<file path="config.mk">
export PLATFORM = sky130hd
export DESIGN_NAME = store_ctrl
export DESIGN_NICKNAME = d
export VERILOG_FILES = /design/src/rtl/store_ctrl.sv
export SDC_FILE = /design/constraint.sdc
export NUM_CORES = 1
export LEC_CHECK = 0
export BUFFER_PORTS_ARGS = -buffer_cell sky130_fd_sc_hd__buf_2
export CAP_MARGIN = 20
export CORE_MARGIN = 2
export CORE_UTILIZATION = 36
export CTS_CLUSTER_DIAMETER = 100
export DETAILED_ROUTE_END_ITERATION = 7
export GPL_TIMING_DRIVEN = 0
export HOLD_SLACK_MARGIN = 0.1
export PLACE_DENSITY = 0.55
export SYNTH_ARGS = -nofsm -noshare
export SYNTH_HDL_FRONTEND = slang
export SYNTH_SLANG_ARGS = --single-unit
export TNS_END_PERCENT = 20
</file>
<file path="constraint.sdc">
create_clock -name clk -period 2.8 [get_ports clk]
set_input_delay 0.14 -clock clk [delete_from_list [all_inputs] [get_ports clk]]
set_output_delay 0.14 -clock clk [all_outputs]
set_load 0.01 [all_outputs]
</file>
<file path="src/rtl/store_ctrl.sv">
// store_ctrl: store-path write sequencer with lane shifting and byte enables.
// Define STORE_MISALIGN_SPLIT_EN to split cross-word stores into two writes.
module store_ctrl #(
  parameter int ADDR_W = 32
) (
  input  logic              clk,
  input  logic              rst_n,
  input  logic              st_valid,
  output logic              st_ready,
  input  logic [1:0]        st_type,
  input  logic [ADDR_W-1:0] st_addr,
  input  logic [31:0]       st_data,
  output logic              st_done,
  output logic              misalign_err,
  output logic              mem_req,
  input  logic              mem_ack,
  output logic [ADDR_W-1:0] mem_addr,
  output logic [31:0]       mem_wdata,
  output logic [3:0]        mem_be
);

`ifdef STORE_MISALIGN_SPLIT_EN
  localparam logic SPLIT_EN = 1'b1;
`else
  localparam logic SPLIT_EN = 1'b0;
`endif

  typedef enum logic [1:0] {
    IDLE, SEND_LO, SEND_HI
  } state_t;

  state_t state, nxt;

  logic              acc, nost, split;
  logic              reject, go;
  logic [3:0]        mask;
  logic [31:0]       dm;
  logic [7:0]        be8;
  logic [63:0]       d64;
  logic [ADDR_W-1:0] lo_addr, hi_addr_c;
  logic [ADDR_W-1:0] hi_addr;
  logic [31:0]       hi_data;
  logic [3:0]        hi_be;
  logic              hi_pend;
  logic              done_q, err_q;

  always_comb begin
    mask = 4'b0000;
    dm   = 32'h0;
    unique case (1'b1)
      st_type == 2'b00: begin
        mask = 4'b0001;
        dm   = {24'h0, st_data[7:0]};
      end
      st_type == 2'b01: begin
        mask = 4'b0011;
        dm   = {16'h0, st_data[15:0]};
      end
      st_type == 2'b10: begin
        mask = 4'b1111;
        dm   = st_data;
      end
      st_type == 2'b11: begin
        mask = 4'b0000;
        dm   = 32'h0;
      end
    endcase
  end

  assign be8       = {4'b0000, mask} << st_addr[1:0];
  assign d64       = {32'h0, dm} << {st_addr[1:0], 3'b000};
  assign lo_addr   = {st_addr[ADDR_W-1:2], 2'b00};
  assign hi_addr_c = lo_addr + ADDR_W'(4);
  assign split     = |be8[7:4];
  assign nost      = (st_type == 2'b11);
  assign reject    = split & ~SPLIT_EN;
  assign acc       = st_valid & st_ready;
  assign go        = acc & ~nost & ~reject;

  assign st_ready     = (state == IDLE);
  assign mem_req      = (state == SEND_LO) | (state == SEND_HI);
  assign st_done      = done_q;
  assign misalign_err = err_q;

  always_ff @(posedge clk or negedge rst_n) begin
    if (!rst_n) state <= IDLE;
    else        state <= nxt;
  end

  always_comb begin
    nxt = state;
    unique case (state)
      IDLE:    if (go) nxt = SEND_LO;
      SEND_LO: if (mem_ack) nxt = hi_pend ? SEND_HI : IDLE;
      SEND_HI: if (mem_ack) nxt = IDLE;
      default: nxt = IDLE;
    endcase
  end

  // Low half goes out first; the high half waits in hi_* until the first ack.
  always_ff @(posedge clk or negedge rst_n) begin
    if (!rst_n) begin
      mem_addr  <= '0;
      mem_wdata <= 32'h0;
      mem_be    <= 4'b0000;
      hi_addr   <= '0;
      hi_data   <= 32'h0;
      hi_be     <= 4'b0000;
      hi_pend   <= 1'b0;
      done_q    <= 1'b0;
      err_q     <= 1'b0;
    end else begin
      done_q <= 1'b0;
      err_q  <= 1'b0;
      unique case (state)
        IDLE: if (acc) begin
          if (nost | reject) begin
            done_q <= 1'b1;
            err_q  <= reject;
          end else begin
            mem_addr  <= lo_addr;
            mem_wdata <= d64[31:0];
            mem_be    <= be8[3:0];
            hi_addr   <= hi_addr_c;
            hi_data   <= d64[63:32];
            hi_be     <= be8[7:4];
            hi_pend   <= split;
          end
        end
        SEND_LO: if (mem_ack) begin
          if (hi_pend) begin
            mem_addr  <= hi_addr;
            mem_wdata <= hi_data;
            mem_be    <= hi_be;
            hi_pend   <= 1'b0;
          end else begin
            mem_be <= 4'b0000;
            done_q <= 1'b1;
          end
        end
        SEND_HI: if (mem_ack) begin
          mem_be <= 4'b0000;
          done_q <= 1'b1;
        end
        default: ;
      endcase
    end
  end

endmodule

</file>
==> summary.txt, run 1 <==
Outcome
  • Status: finished clean

Timing
  • FMAX: 379.5 MHz
  • Slew Viols, Final: 0
  • Slew @ Worst Pin: 1102 ps
  • Final Hold Vio Count: 0
  • Slew headroom: 0.2597
  • Fin crit period: 2635 ps
  • RSZ-0062 raised after global routing: no
  • Worst Skew: 7.688 ps
  • Final period utilization: 0.9412
  • Final setup violation count: 0

Layout
  • Final nets: 895
  • Post-route cell area: 8950 um^2
  • Share of layout cells above drive strength 1: 0.3446
  • Area Overhead vs Synth: 28.44%
  • Antenna Diode Count: 0
  • # fillers: 1749
  • Fin util: 0.4753

Critical path
  • CP startpoint kind: flop
  • Top cell by count, worst path: clkbuf_1
  • Reg2Reg Depth: 8
  • WP data arrival: 3000 ps
  • Critical path peak fanout: 9
  • Worst path required time: 3160 ps
  • Slowest CP cell: nor3_1
  • Critical path class: reg -> reg
  • Crit path largest cell delay: approximately 790 ps
  • Sequence of cells on the critical path: inv_1, ha_1, clkbuf_1, nand2b_1, clkbuf_1, nor3_1, a221o_1, mux2_4
  • CP Capture Type: flop

Yosys
  • Sequential share of the synthesized area: 0.4597
  • Synthesized area per cell: 11.18 um^2
  • Leading post-synthesis cells by cell area: dfrtp_1 (46%), mux2_4 (13%), mux2_2 (5.0%)
  • Syn Inst Count: 623
  • Post-synth ARST share: 1.000
  • Synth Cell Area: 6968 um^2
  • Area leader, netlist: dfrtp_1
  • Synth unique cells: 49
  • Yosys warning total: 0
  • Top cell type's share of synthesized area: 0.4597
  • Main synth FF type: dfrtp_1
  • Post-synth EDFFs: 0
  • Yosys reg bits: ~130

Min path
  • Hold depth: 3
  • Worst hold path type: in -> reg

Route
  • # DRC: 0
  • Vias post-DR: roughly 5700
  • Total Wirelength: around 20000 um
  • ANT nets after route: 0
  • DR iter-0 viols: 438
  • Via-to-Cell Ratio: 5.201
  • 1st-pass router iterations: 5
  • Wirelength per Cell: roughly 19 um

CTS
  • Clock transition at path regs: 60 ps
  • Number of CTS-inserted buffers: 17
  • H-tree Lvls: 4
  • Worst skew pair latency: 420 ps
  • Clock Sinks: 128
  • Setup Buffers After CTS: 0
  • Clock Tree Buf Depth: 2
  • CTS tree: yes
  • Root Driver: clkbuf_16

Floorplan
  • Initial core utilization: 0.3700
  • Top Ports: 142
  • Die height: about 140 um
  • Die Wd: 143.1 um
  • Die Area: 20480 um^2
  • CORE AREA: roughly 19000 um^2
  • FP Rows: 50

Global routing
  • GRT Util Overall: 0.2035
  • Pin count of the biggest net entering global routing: 88
  • M1 GR Usage: 0.2809
  • GR Util met2: 0.3173
  • Vias in the first global route: 5807
  • First-pass GRT wire length: between 30000 and 40000 um
  • Routing usage on met3: 0.04896
  • Grt total ovfl: 0
  • GRT busiest layer: met2
  • Initial antenna violation count: 0

Placed design
  • Post-DP HPWL: 14790 um
  • Area after DPL: 8021 um^2
  • RePlAce Congestion: 0.9262
  • Number of port buffers: 138

Pwr
  • Maximum ir drop on the vdd rail: around 470 uV
  • Leak pwr: 0.004231 uW
  • PwrDens: 1014 nW/um^2

Run
  • Max-Cap Viols: 0
==> flip-flops by register name, indices dropped and copies added (netlist names) <==
| name | flops |
|---|---|
| mem_wdata | 32 |
| hi_data | 24 |
| st_done | 1 |
| misalign_err | 1 |
| hi_pend | 1 |
| mem_be | 4 |
| mem_addr | 30 |
| hi_addr | 30 |
| state | 2 |
| hi_be | 3 |
==> worst paths after layout <==
| kind | end | slack [ps] | start |
|---|---|---|---|
| max in group asynchronous | hi_addr[20] | 1800 | rst_n |
| min in group asynchronous | mem_be[0] | 210 | rst_n |
| hold / removal | hi_addr[3] | 110 | st_addr[3] |
| setup reg to reg | mem_wdata[21] | 160 | state[1] |
| setup / recovery | mem_wdata[21] | 160 | state[1] |
| hold reg to reg | hi_data[22] | 500 | hi_data[22] |
==> power by group <==
group	leakage (uW)	switching, uW	internal, uW
logic	0.00237	1810	2000
clock network	0.000276	866	1400
registers	0.00159	405	2600
==> through the flow <==
step | worst slack, ps | std cells | power [uW] | hold slack, ps | setup TNS (ps)
after CTS | 43.46 | 1087 | 9153 | 102.0 | 0
after global placement | -237.0 | 1022 | 6731 | 392.4 | -20490
after floorplan | 560.4 | 624 | 5584 | -155.6 | 0
final | 164.6 | 1087 | 9078 | 114.2 | 0
after detailed placement | -262.5 | 1023 | 6811 | 94.05 | -7157
after global routing | 16.01 | 1087 | 9632 | 139.8 | 0
==> layer usage <==
metal	routed length (um)	up-vias	share of wire
met5	0	-	0
met4	288	0	0.014
met3	1280	26	0.064
met2	9189	206	0.46
met1	9360	2768	0.47
li1	-	2653	-
==> logic make-up (layout without fill, tap and decap cells) <==
group                    Yosys count  after routing  share of synthesized area
multiplexers                     102            102                     0.1959
adder cells (fa/ha/maj)           11             11                    0.01975
AND/OR/NAND/NOR                  176            176                     0.1365
AO/OA/AOI/OAI                    132            132                     0.1289
flip-flops                       128            128                     0.4597
other                              1              2                  0.0005382
buffers and inverters             59            262                    0.04112
XOR/XNOR                          14             14                    0.01760
==> synth_stat cells (9+ instances only) <==
cell	n
a21oi_1	26
a221o_1	16
a31oi_1	14
and2_1	16
clkbuf_1	22
dfrtp_1	128
ha_1	11
inv_1	15
mux2_2	31
mux2_4	61
mux2i_1	10
nand2_1	29
nand3_1	9
nor2_1	42
nor2b_1	24
o21ai_0	28
or3_1	12
xnor2_1	13
==> repair_timing <==
item,4_1_cts,5_1_grt
hold endpoints to repair,72,0
gates resized for setup,3,5
setup endpoints to repair,39,34
hold buffers,32,0
==> layout make-up <==
type,count,area [um^2],area share
multi-input combinational,437,3488,0.3898
sequential,128,3203,0.3579
timing repair buffer,171,1045,0.1167
clock buffer,19,432.9,0.04837
tap,260,325.3,0.03635
buffer,44,235.2,0.02628
clock inverter,13,163.9,0.01831
inverter,15,56.30,0.006291
==> cell usage in the layout (no fill, tap or decap), types with 13 or more instances in the layout <==
cell	instances
buf_2	144
dfrtp_1	128
mux2_4	61
nor2_1	42
dlygate4sd3_1	32
mux2_2	31
nand2_1	29
o21ai_0	28
a21oi_1	26
nor2b_1	24
clkbuf_1	20
clkbuf_16	17
a221o_1	16
and2_1	16
inv_1	15
a31oi_1	14
xnor2_1	13
==> worst max-delay path, delay by kind of cell, from the launching register on <==
kind | cells | cell delay, ps
simple gates | 2 | 980
buf+inv | 3 | 540
flops | 1 | 380
compound gates | 1 | 330
fa+ha+maj | 1 | 190
mux | 1 | 160
(Power assumes the default switching activity.)
==> run 2: changes to the inputs <==
--- a/config.mk
+++ b/config.mk
@@ -13,7 +13,7 @@
 export DETAILED_ROUTE_END_ITERATION = 7
 export GPL_TIMING_DRIVEN = 0
 export HOLD_SLACK_MARGIN = 0.1
-export PLACE_DENSITY = 0.55
+export PLACE_DENSITY = 0.57
 export SYNTH_ARGS = -nofsm -noshare
 export SYNTH_HDL_FRONTEND = slang
 export SYNTH_SLANG_ARGS = --single-unit
==> constraint.sdc (replaced) <==
create_clock -name clk -period 2.2 [get_ports clk]
set_input_delay 0.11 -clock clk [delete_from_list [all_inputs] [get_ports clk]]
set_output_delay 0.11 -clock clk [all_outputs]
set_load 0.01 [all_outputs]
==> summary.txt, run 2 (synthesized netlist as in run 1, its figures left out) <==
Placed design
  • Number of port buffers: 138 (unchanged)
  • Area after DPL: 8021 um^2 (unchanged)
  • Post-DP HPWL: 14870 um (+0.60%)
  • RePlAce Congestion: 0.8885 (-4.1%)

Min path
  • Hold Startpoint: st_addr[3]
  • Worst hold path type: in -> reg
  • Hold depth: 3 (unchanged)

Layout
  • Reg with most FFs: mem_wdata
  • Leading cell types in the layout, fill and taps excluded: buf_2 (144), dfrtp_1 (128), mux2_4 (61), nor2_1 (42), dlygate4sd3_1 (39)
  • Share of layout cells above drive strength 1: 0.3593 (+0.01466)
  • Fin util: 0.4879 (+0.01262)
  • Largest regs: mem_wdata (32), hi_addr (30), mem_addr (30)
  • Area Overhead vs Synth: 31.85%
  • Final nets: 904 (+1.0%)
  • Post-route cell area: 9188 um^2 (+2.7%)
  • Leading cell type in the layout, fill and taps excluded: buf_2
  • Largest register FFs: 32 (unchanged)
  • Antenna Diode Count: 0 (unchanged)

Pwr
  • Combinational share of power: 0.407 (-0.013)
  • Sequential Power Share: 0.317 (-0.014)
  • Sw power: 3863 uW (+26%)
  • PwrDens: 1310 nW/um^2 (+29%)
  • Maximum ir drop on the vdd rail: 668.0 uV (+43%)
  • Clock power frac: 0.276 (+0.026)
  • Sw frac: 0.3210 (-0.01791)
  • Cell internal pwr: 8171 uW (+36%)
  • Leak pwr: 0.004355 uW (+2.9%)

Global routing
  • First-pass GRT wire length: 32240 um (+0.62%)
  • Initial antenna violation count: 0 (unchanged)
  • Grt total ovfl: 0 (unchanged)
  • GRT Util Overall: 0.2042 (+0.0006714)
  • Vias in the first global route: 5822 (+0.26%)
  • Pin count of the biggest net entering global routing: 83 (-5.7%)

Floorplan
  • Die Wd: 143.1 um (unchanged)
  • Die height: 143.1 um (unchanged)
  • Top Ports: 142 (unchanged)
  • FP Rows: 50 (unchanged)
  • Initial core utilization: 0.3700 (unchanged)
  • Die Area: 20480 um^2 (unchanged)
  • CORE AREA: 18830 um^2 (unchanged)

CTS
  • Clock Tree Buf Depth: 2 (unchanged)
  • Clock transition at path regs: 60 ps (about the same)
  • Root Driver: clkbuf_16
  • H-tree Lvls: 4 (unchanged)
  • Number of CTS-inserted buffers: 17 (unchanged)
  • Clock Sinks: 128 (unchanged)
  • CTS tree: yes
  • Worst skew pair latency: 420 ps (about the same)

Critical path
  • Crit path largest cell delay: 400 ps (-390 ps)
  • Critical path peak fanout: 10 (+1)
  • Critical path class: reg -> reg
  • Worst r2r dst: mem_wdata[30]
  • WP data arrival: 2390 ps (-610 ps)
  • Worst path required time: 2510 ps (-650 ps)
  • CP startpoint kind: flop
  • CP Depth: 6 (-2)
  • WP buf/inv: 2 (-1)
  • Setup slack, reg-to-reg: 110 ps (-50 ps)
  • Reg2Reg Depth: 6 (-2)
  • Slowest CP cell: dfrtp_1
  • Largest delay contributor family on the critical path: flip-flops
  • Critical Path End: mem_wdata[30]
  • Sequence of cells on the critical path: inv_1, ha_2, clkbuf_4, nand3b_1, o22ai_1, mux2_4
  • Worst r2r src: state[1]
  • Crit path launch: state[1]
  • CP Capture Type: flop

Timing
  • Worst Skew: 6.302 ps (-1.386 ps)
  • Slew @ Worst Pin: 762.1 ps (-339.8 ps)
  • Slew headroom: 0.4920 (+0.2322)
  • Fin crit period: 2088 ps (-547.3 ps)
  • Final period utilization: 0.9491 (+0.007905)
  • Slew Viols, Final: 0 (unchanged)
  • Final setup violation count: 0 (unchanged)
  • Final Hold Vio Count: 0 (unchanged)
  • FMAX: 478.9 MHz (+26%)

Route
  • Via-to-Cell Ratio: 5.218 (+0.34%)
  • Total Wirelength: 20450 um (+1.7%)
  • ANT nets after route: 0 (unchanged)
  • 1st-pass router iterations: 5 (unchanged)
  • Wirelength per Cell: 18.68 um (+0.92%)
  • Vias post-DR: 5714 (+1.1%)
  • # DRC: 0 (unchanged)
  • DR iter-0 viols: 449 (+2.5%)

Outcome
  • Status: finished clean

Run
  • Max-Cap Viols: 0 (unchanged)
run 2: worst min-delay path: stages:
cell    delay, ps
buf_2         110
mux2_2        150
mux2_4        130
run 2: how the worst min path moves through the flow:
stage	endpoint	slack (ps)
6_report	mem_addr[3]	120
5_1_grt	mem_wdata[3]	120
4_1_cts	mem_wdata[3]	100
3_5_place_dp	mem_wdata[15]	70
3_3_place_gp	hi_addr[2]	360
2_1_floorplan	hi_addr[10]	-190
run 2: power by group through the flow:
stage,clock [uW],combinational (uW),sequential (uW)
5_1_grt,3470,5330,3940
6_report,3320,4900,3820
3_5_place_dp,0,4810,3830
4_1_cts,3370,4940,3820
2_1_floorplan,0,3080,4030
3_3_place_gp,0,4760,3810
run 2: stage by stage:
step / total power [uW] / hold WS, ps / setup WS [ps] / std cells / TNS (ps)
floorplan: 7106 / -185.6 / 36.32 / 624 / 0
global placement: 8568 / 360.1 / -837.7 / 1022 / -139580
detailed placement: 8648 / 71.73 / -838.4 / 1023 / -55910
CTS: 12130 / 102.1 / 5.415 / 1091 / 0
global route: 12740 / 120.7 / -0.9786 / 1095 / -0.9786
finish: 12030 / 120.8 / 112.0 / 1095 / 0
run 2: repair_timing:
action | in CTS | in global routing
hold endpoints to repair | 144 | 0
pin swaps | 0 | 1
resized for setup | 16 | 17
hold buffers | 39 | 0
cloned | 0 | 0
endpoints found under the setup margin | 121 | 73
setup buffers | 0 | 3
run 2: layout make-up:
cell class                      count  area [um^2]
Fill cell                        1768         9643
Inverter                           15        56.30
Timing Repair Buffer              182         1142
Clock inverter                     12        237.7
Sequential cell                   128         3203
Buffer                             42        257.7
Clock buffer                       19        442.9
Tap cell                          260        325.3
Multi-Input combinational cell    437         3522
run 2: per-layer routing:
layer,track usage,vias to the layer above,wire [um]
li1,-,2671,-
met1,0.2809,2790,9345
met2,0.3228,222,9392
met3,0.04091,31,1364
met4,0.06618,0,351
met5,0,-,0
